$ cat src/rtl/filtro_pkg.sv
// Shared constants and helpers for the filtro push-button debounce filter.
// The optional one-cycle press pulse is built only when FILTRO_PULSE_EN is defined.
`timescale 1ns/1ps
package filtro_pkg;

  localparam int FILTRO_SYNC_STAGES_DEF   = 2;
  localparam int FILTRO_STABLE_CYCLES_DEF = 4;

  // Width of a counter that must hold values 0..stable_cycles
  function automatic int filtro_cnt_width(input int stable_cycles);
    return $clog2(stable_cycles + 1);
  endfunction

endpackage

$ cat src/rtl/filtro_sync_chain.sv
// Generic N-flop synchronizer for a single asynchronous level.
// Clears to 0 on an asynchronous active-high reset; reusable for any async input.
`timescale 1ns/1ps
module sync_chain #(
  parameter int STAGES = 2
) (
  input  logic clk,
  input  logic rst,
  input  logic din,
  output logic dout
);

  logic [STAGES-1:0] sync_q;

  // Shift the raw level through the flop chain, oldest sample at the top bit
  always_ff @(posedge clk or posedge rst) begin
    if (rst) begin
      sync_q <= '0;
    end else begin
      sync_q <= {sync_q[STAGES-2:0], din};
    end
  end

  assign dout = sync_q[STAGES-1];

endmodule

$ cat src/rtl/filtro.sv
// Push-button debounce filter: synchronizer followed by a stability counter.
// boton follows the synchronized input only after it has disagreed for
// STABLE_CYCLES consecutive clocks; any return to the current level restarts the count.
// Optional macro FILTRO_PULSE_EN adds boton_pulse, a one-cycle pulse after each press.
`timescale 1ns/1ps
module filtro
  import filtro_pkg::*;
#(
  parameter int SYNC_STAGES   = FILTRO_SYNC_STAGES_DEF,
  parameter int STABLE_CYCLES = FILTRO_STABLE_CYCLES_DEF
) (
  input  logic Clk,
  input  logic Reset,
  input  logic boton0,
  output logic boton
`ifdef FILTRO_PULSE_EN
  ,
  output logic boton_pulse
`endif
);

  localparam int               CNT_W   = filtro_cnt_width(STABLE_CYCLES);
  localparam logic [CNT_W-1:0] CNT_MAX = CNT_W'(STABLE_CYCLES - 1);

  logic             s;
  logic [CNT_W-1:0] cnt;

  sync_chain #(
    .STAGES(SYNC_STAGES)
  ) u_sync (
    .clk (Clk),
    .rst (Reset),
    .din (boton0),
    .dout(s)
  );

  // Count consecutive disagreements; commit the new level when the count completes
  always_ff @(posedge Clk or posedge Reset) begin
    if (Reset) begin
      cnt   <= '0;
      boton <= 1'b0;
    end else if (s == boton) begin
      cnt <= '0;
    end else if (cnt == CNT_MAX) begin
      boton <= s;
      cnt   <= '0;
    end else begin
      cnt <= cnt + 1'b1;
    end
  end

`ifdef FILTRO_PULSE_EN
  logic boton_prev;

  // Flag the cycle right after boton rises, from a delayed copy of boton
  always_ff @(posedge Clk or posedge Reset) begin
    if (Reset) begin
      boton_prev  <= 1'b0;
      boton_pulse <= 1'b0;
    end else begin
      boton_prev  <= boton;
      boton_pulse <= boton & ~boton_prev;
    end
  end
`endif

endmodule

$ cat config.mk
export PLATFORM = sky130hd
export DESIGN_NAME = filtro
export DESIGN_NICKNAME = d
export VERILOG_FILES = /design/src/rtl/filtro_pkg.sv /design/src/rtl/filtro_sync_chain.sv /design/src/rtl/filtro.sv
export SDC_FILE = /design/constraint.sdc
export NUM_CORES = 1
export LEC_CHECK = 0
export BUFFER_PORTS_ARGS = -buffer_cell sky130_fd_sc_hd__buf_2
export CAP_MARGIN = 20
export CORE_AREA = 4 4 41 43
export DETAILED_ROUTE_END_ITERATION = 7
export DIE_AREA = 0 0 45 47
export GPL_TIMING_DRIVEN = 0
export PLACE_DENSITY = 0.38
export SYNTH_ARGS = -nofsm -noshare
export SYNTH_HDL_FRONTEND = slang
export SYNTH_SLANG_ARGS = --single-unit
$ cat constraint.sdc
create_clock -name Clk -period 1.53 [get_ports Clk]
set_input_delay 0.0765 -clock Clk [delete_from_list [all_inputs] [get_ports Clk]]
set_output_delay 0.0765 -clock Clk [all_outputs]
set_load 0.02 [all_outputs]
# == Yosys cells after proc, flatten, opt, wreduce, memory -nomap -nowiden ==
# Cells that the tools add are included.
# word_totals
elab_cells,10
in_bits,3
reg_bits,6
output_inout_bits,1
# classes
n_eq_ne,2
reduce_logical,1
n_bitwise,1
n_mux,2
addsub,1
# ops
op,count
$mux W3,2
$add A3 B1 Y3 const B,1
$eq A3 B2 Y1 const B,1
$reduce_and A2 Y1,1
$eq A1 B1 Y1,1
$not A1 Y1,1

# == Longest topological paths before layout ==
# depth
ltp_word,3
ltp_mapped,3
depth_no_buf,3

# == Modules after synthesis ==
# A second synthesis with hierarchy kept.
# unflattened
hier_cells,15
hier_area_um2,224.0
# modules_own_cells
mod,area_per_inst_um2,n_inst,seq_area_each_um2,cells_per_inst
filtro,170.2,1,100.1,12
sync_chain,53.8,1,50.0,3

# == Worst setup path before layout ==
# OpenSTA, ideal clock, no wires.
# synth_path
path_kind,flip-flop to flip-flop
from,register cnt[0]
to,register boton
path_slack_ns,0.454
synth_period_minus_slack_ns,1.076
stages_incl_launch_ff,4
t_arrival_ns,0.951
required_time_ns,1.405
path_buffers,0
setup_ns,0.125
cell_sequence,dfrtp_1 -> ha_1 -> nor2b_4 -> mux2_2
# synth_via
elab_chain_cells,2
# synth_rtl
element,line,text
from (decl),filtro.sv:26,logic [CNT_W-1:0] cnt;
from (signal assigned),filtro.sv:48,cnt <= cnt + 1'b1;
$eq A3 B2 Y1,filtro.sv:44,end else if (cnt == CNT_MAX) begin
$reduce_and A2 Y1 (no source line),n/a,
to (signal assigned),filtro.sv:45,boton <= s;
to (decl),filtro.sv:15,output logic boton
# No other way between the ends.
# A chain may end at the register's enable or synchronous reset.

# == Worst setup path in the final report ==
# Ends and elaborated chain as after synthesis.

==> results.json <==
{
  "drt_iter0_drc": 4,
  "clock_sinks": 6,
  "route.detailed.wl_per_inst_um": 7.649,
  "clk_path_buf_depth": 2,
  "grt_overflow": 0,
  "hold_viol": 0,
  "io_buffers": 3,
  "reg2reg_depth": 3,
  "dr.pass1.iters": 2,
  "htree_levels": 1,
  "fin_worst_skew_ns": 0.001990,
  "rows": 13,
  "fmax_mhz": 888.1,
  "synth.cell_area_um2": 220.2,
  "setup_viol": 0,
  "fin_tns_setup_ns": 0,
  "die_w_um": 45,
  "synthTopCellsByArea": "dfrtp_1 (68%), nor3b_1 (6.8%), nor2b_4 (6.3%)",
  "yosys.area.top_type": "dfrtp_1",
  "synth_top_family_by_area": "simple AND/OR/NAND/NOR gates",
  "fin_area_um2": 296.5,
  "timing.rr.end": "boton",
  "post-route-util_pct": 22.79,
  "grt_usage_pct": 4.769,
  "io_pins": 4,
  "crit_type": "reg2reg",
  "min_path_type": "in2async",
  "tritoncts": "done",
  "r2r_setup_slack_ns": 0.40,
  "synth_cell_types": 8,
  "initial_core_util_pct": 16.92,
  "path_max_fanout": 3,
  "antenna_found_initial": 0,
  "insertedDiodeCount": 0,
  "drive_gt1_share_pct": 36.36,
  "arrival_ns": 1.25,
  "maxSlewViolCount": 0,
  "worst_pin_slew_ns": 0.2358,
  "gp_congestion": 0.6537,
  "grt_pass1_vias": 162,
  "rsz0062_at_grt": "no",
  "n_fill_cell": 153,
  "synth_compound_area_share_pct": 0,
  "synth_xor_area_share_pct": 3.977,
  "cap_violations": 0,
  "crit_path_start_kind": "register",
  "synthAdderAreaFrac_pct": 5.682,
  "leakagePower_uw": 0.0001384,
  "grt_pass1_wl_um": 600,
  "drt-total-wl_um": 283,
  "core-area_um2": 1301,
  "holdWs_ns": 0.2852,
  "area_growth_pct": 34.66,
  "nets": 28,
  "place_area_um2": 254.0,
  "min_period_ns": 1.126,
  "r2r_start": "cnt[0]",
  "cts.clk_slew.worst_paths_ns": 0.04,
  "irDropWorstVdd_mv": 0.6260,
  "yosysWarningCount": 0,
  "cts-root-buf": "clkbuf_4",
  "remaining_drc_errors": 0,
  "synth.area.mux_share_pct": 5.114,
  "cp-end-kind": "register",
  "status": "completed",
  "die_area_um2": 2115,
  "antenna_left": 0,
  "required_ns": 1.65,
  "die_h_um": 47,
  "timing.slew.headroom_pct": 84.16,
  "p_per_area_nw_per_um2": 1609,
  "numCtsBuffers": 3,
  "synth_fp_nets": 18,
  "fin_crit_sh_pct": 73.59,
  "postSynthCellCount": 14,
  "ys_ff_latch": 6,
  "clock_latency_ns": 0.24,
  "viasPerCell": 3.622,
  "avgSynthCellArea_um2": 15.73,
  "netlist.area_leader.share_pct": 68.18,
  "ys_seq_area_share_pct": 68.18,
  "grt_max_degree": 7,
  "num_vias": 134,
  "synth-simple-area-share_pct": 15.34
}
[worst max-delay path: stages (launching register included)]
cell and delay (ns):
dfrtp_1 0.34, ha_1 0.17, nor2b_4 0.16, mux2_2 0.33
[synth_stat cells]
master and number:
nor2b_4 1, mux2_2 1, dfrtp_1 6, nor3b_1 2, xnor2_1 1, nor3_1 1, inv_1 1, ha_1 1
[worst max path at each step]
stage | from | end | slack, ns | cells after the start
3_3_place_gp | cnt[0] | boton | 0.40 | 3
2_1_floorplan | cnt[0] | boton | 0.45 | 3
5_1_grt | cnt[0] | boton | 0.34 | 3
6_report | cnt[0] | boton | 0.40 | 3
4_1_cts | cnt[0] | boton | 0.39 | 3
3_5_place_dp | cnt[0] | boton | 0.40 | 3
[per-layer routing]
metal / track usage, % / part of all wire (%) / up-vias
li1: - / - / 63
met3: 4.598 / 9.2 / 0
met2: 6.780 / 48 / 6
met4: 5.263 / 0 / 0
met1: 3.472 / 42 / 65
met5: 0 / 0 / -
[final cells by class]
type                       instances  area, um^2  share of cell area [%]
sequential                         6       150.1                   50.63
multi-input combinational          7       66.31                   22.36
timing repair buffer               5       35.03                   11.81
clock buffer                       3       22.52                   7.595
tap                               15       18.77                   6.329
inverter                           1       3.754                   1.266
[registers in the layout, indices dropped and copies added (netlist names)]
| register | count |
|---|---|
| cnt | 3 |
| u_sync.sync_q | 2 |
| boton | 1 |
[per-stage QoR]
stage	cells	setup slack (ns)	power (uW)
3_5_place_dp	32	0.3978	337.5
3_3_place_gp	32	0.4039	334.9
5_1_grt	37	0.3400	522.7
4_1_cts	37	0.3921	490.9
6_report	37	0.4040	477.2
2_1_floorplan	14	0.4540	306.9
[logic make-up after synthesis]
kind of cell	Yosys count
and+or+nand+nor	4
buffers and inverters	1
xor gates and xnor gates	1
muxes	1
adders and majority gates	1
DFF	6
[power by group]
part	internal (uW)	switching [uW]
Combinational	62.3	55.6
Sequential	197	20.3
Clock	88.5	53.9
Total	347	130
[layout by cell type (no fill, tap or decap), drive strengths merged]
master | synthesis | layout
dfrtp | 6 | 6
clkbuf | 0 | 3
buf | 0 | 3
nor3b | 2 | 2
dlygate4sd3 | 0 | 2
xnor2 | 1 | 1
nor2b | 1 | 1
nor3 | 1 | 1
inv | 1 | 1
mux2 | 1 | 1
ha | 1 | 1
[repair_timing]
action / CTS / global route
setup buffers: 0 / 0
hold endpoints to repair: 7 / 0
setup endpoints to repair: 0 / 0
resized for setup: 0 / 0
hold buffers: 2 / 0
No activity file was read; power rests on OpenSTA's default activity.
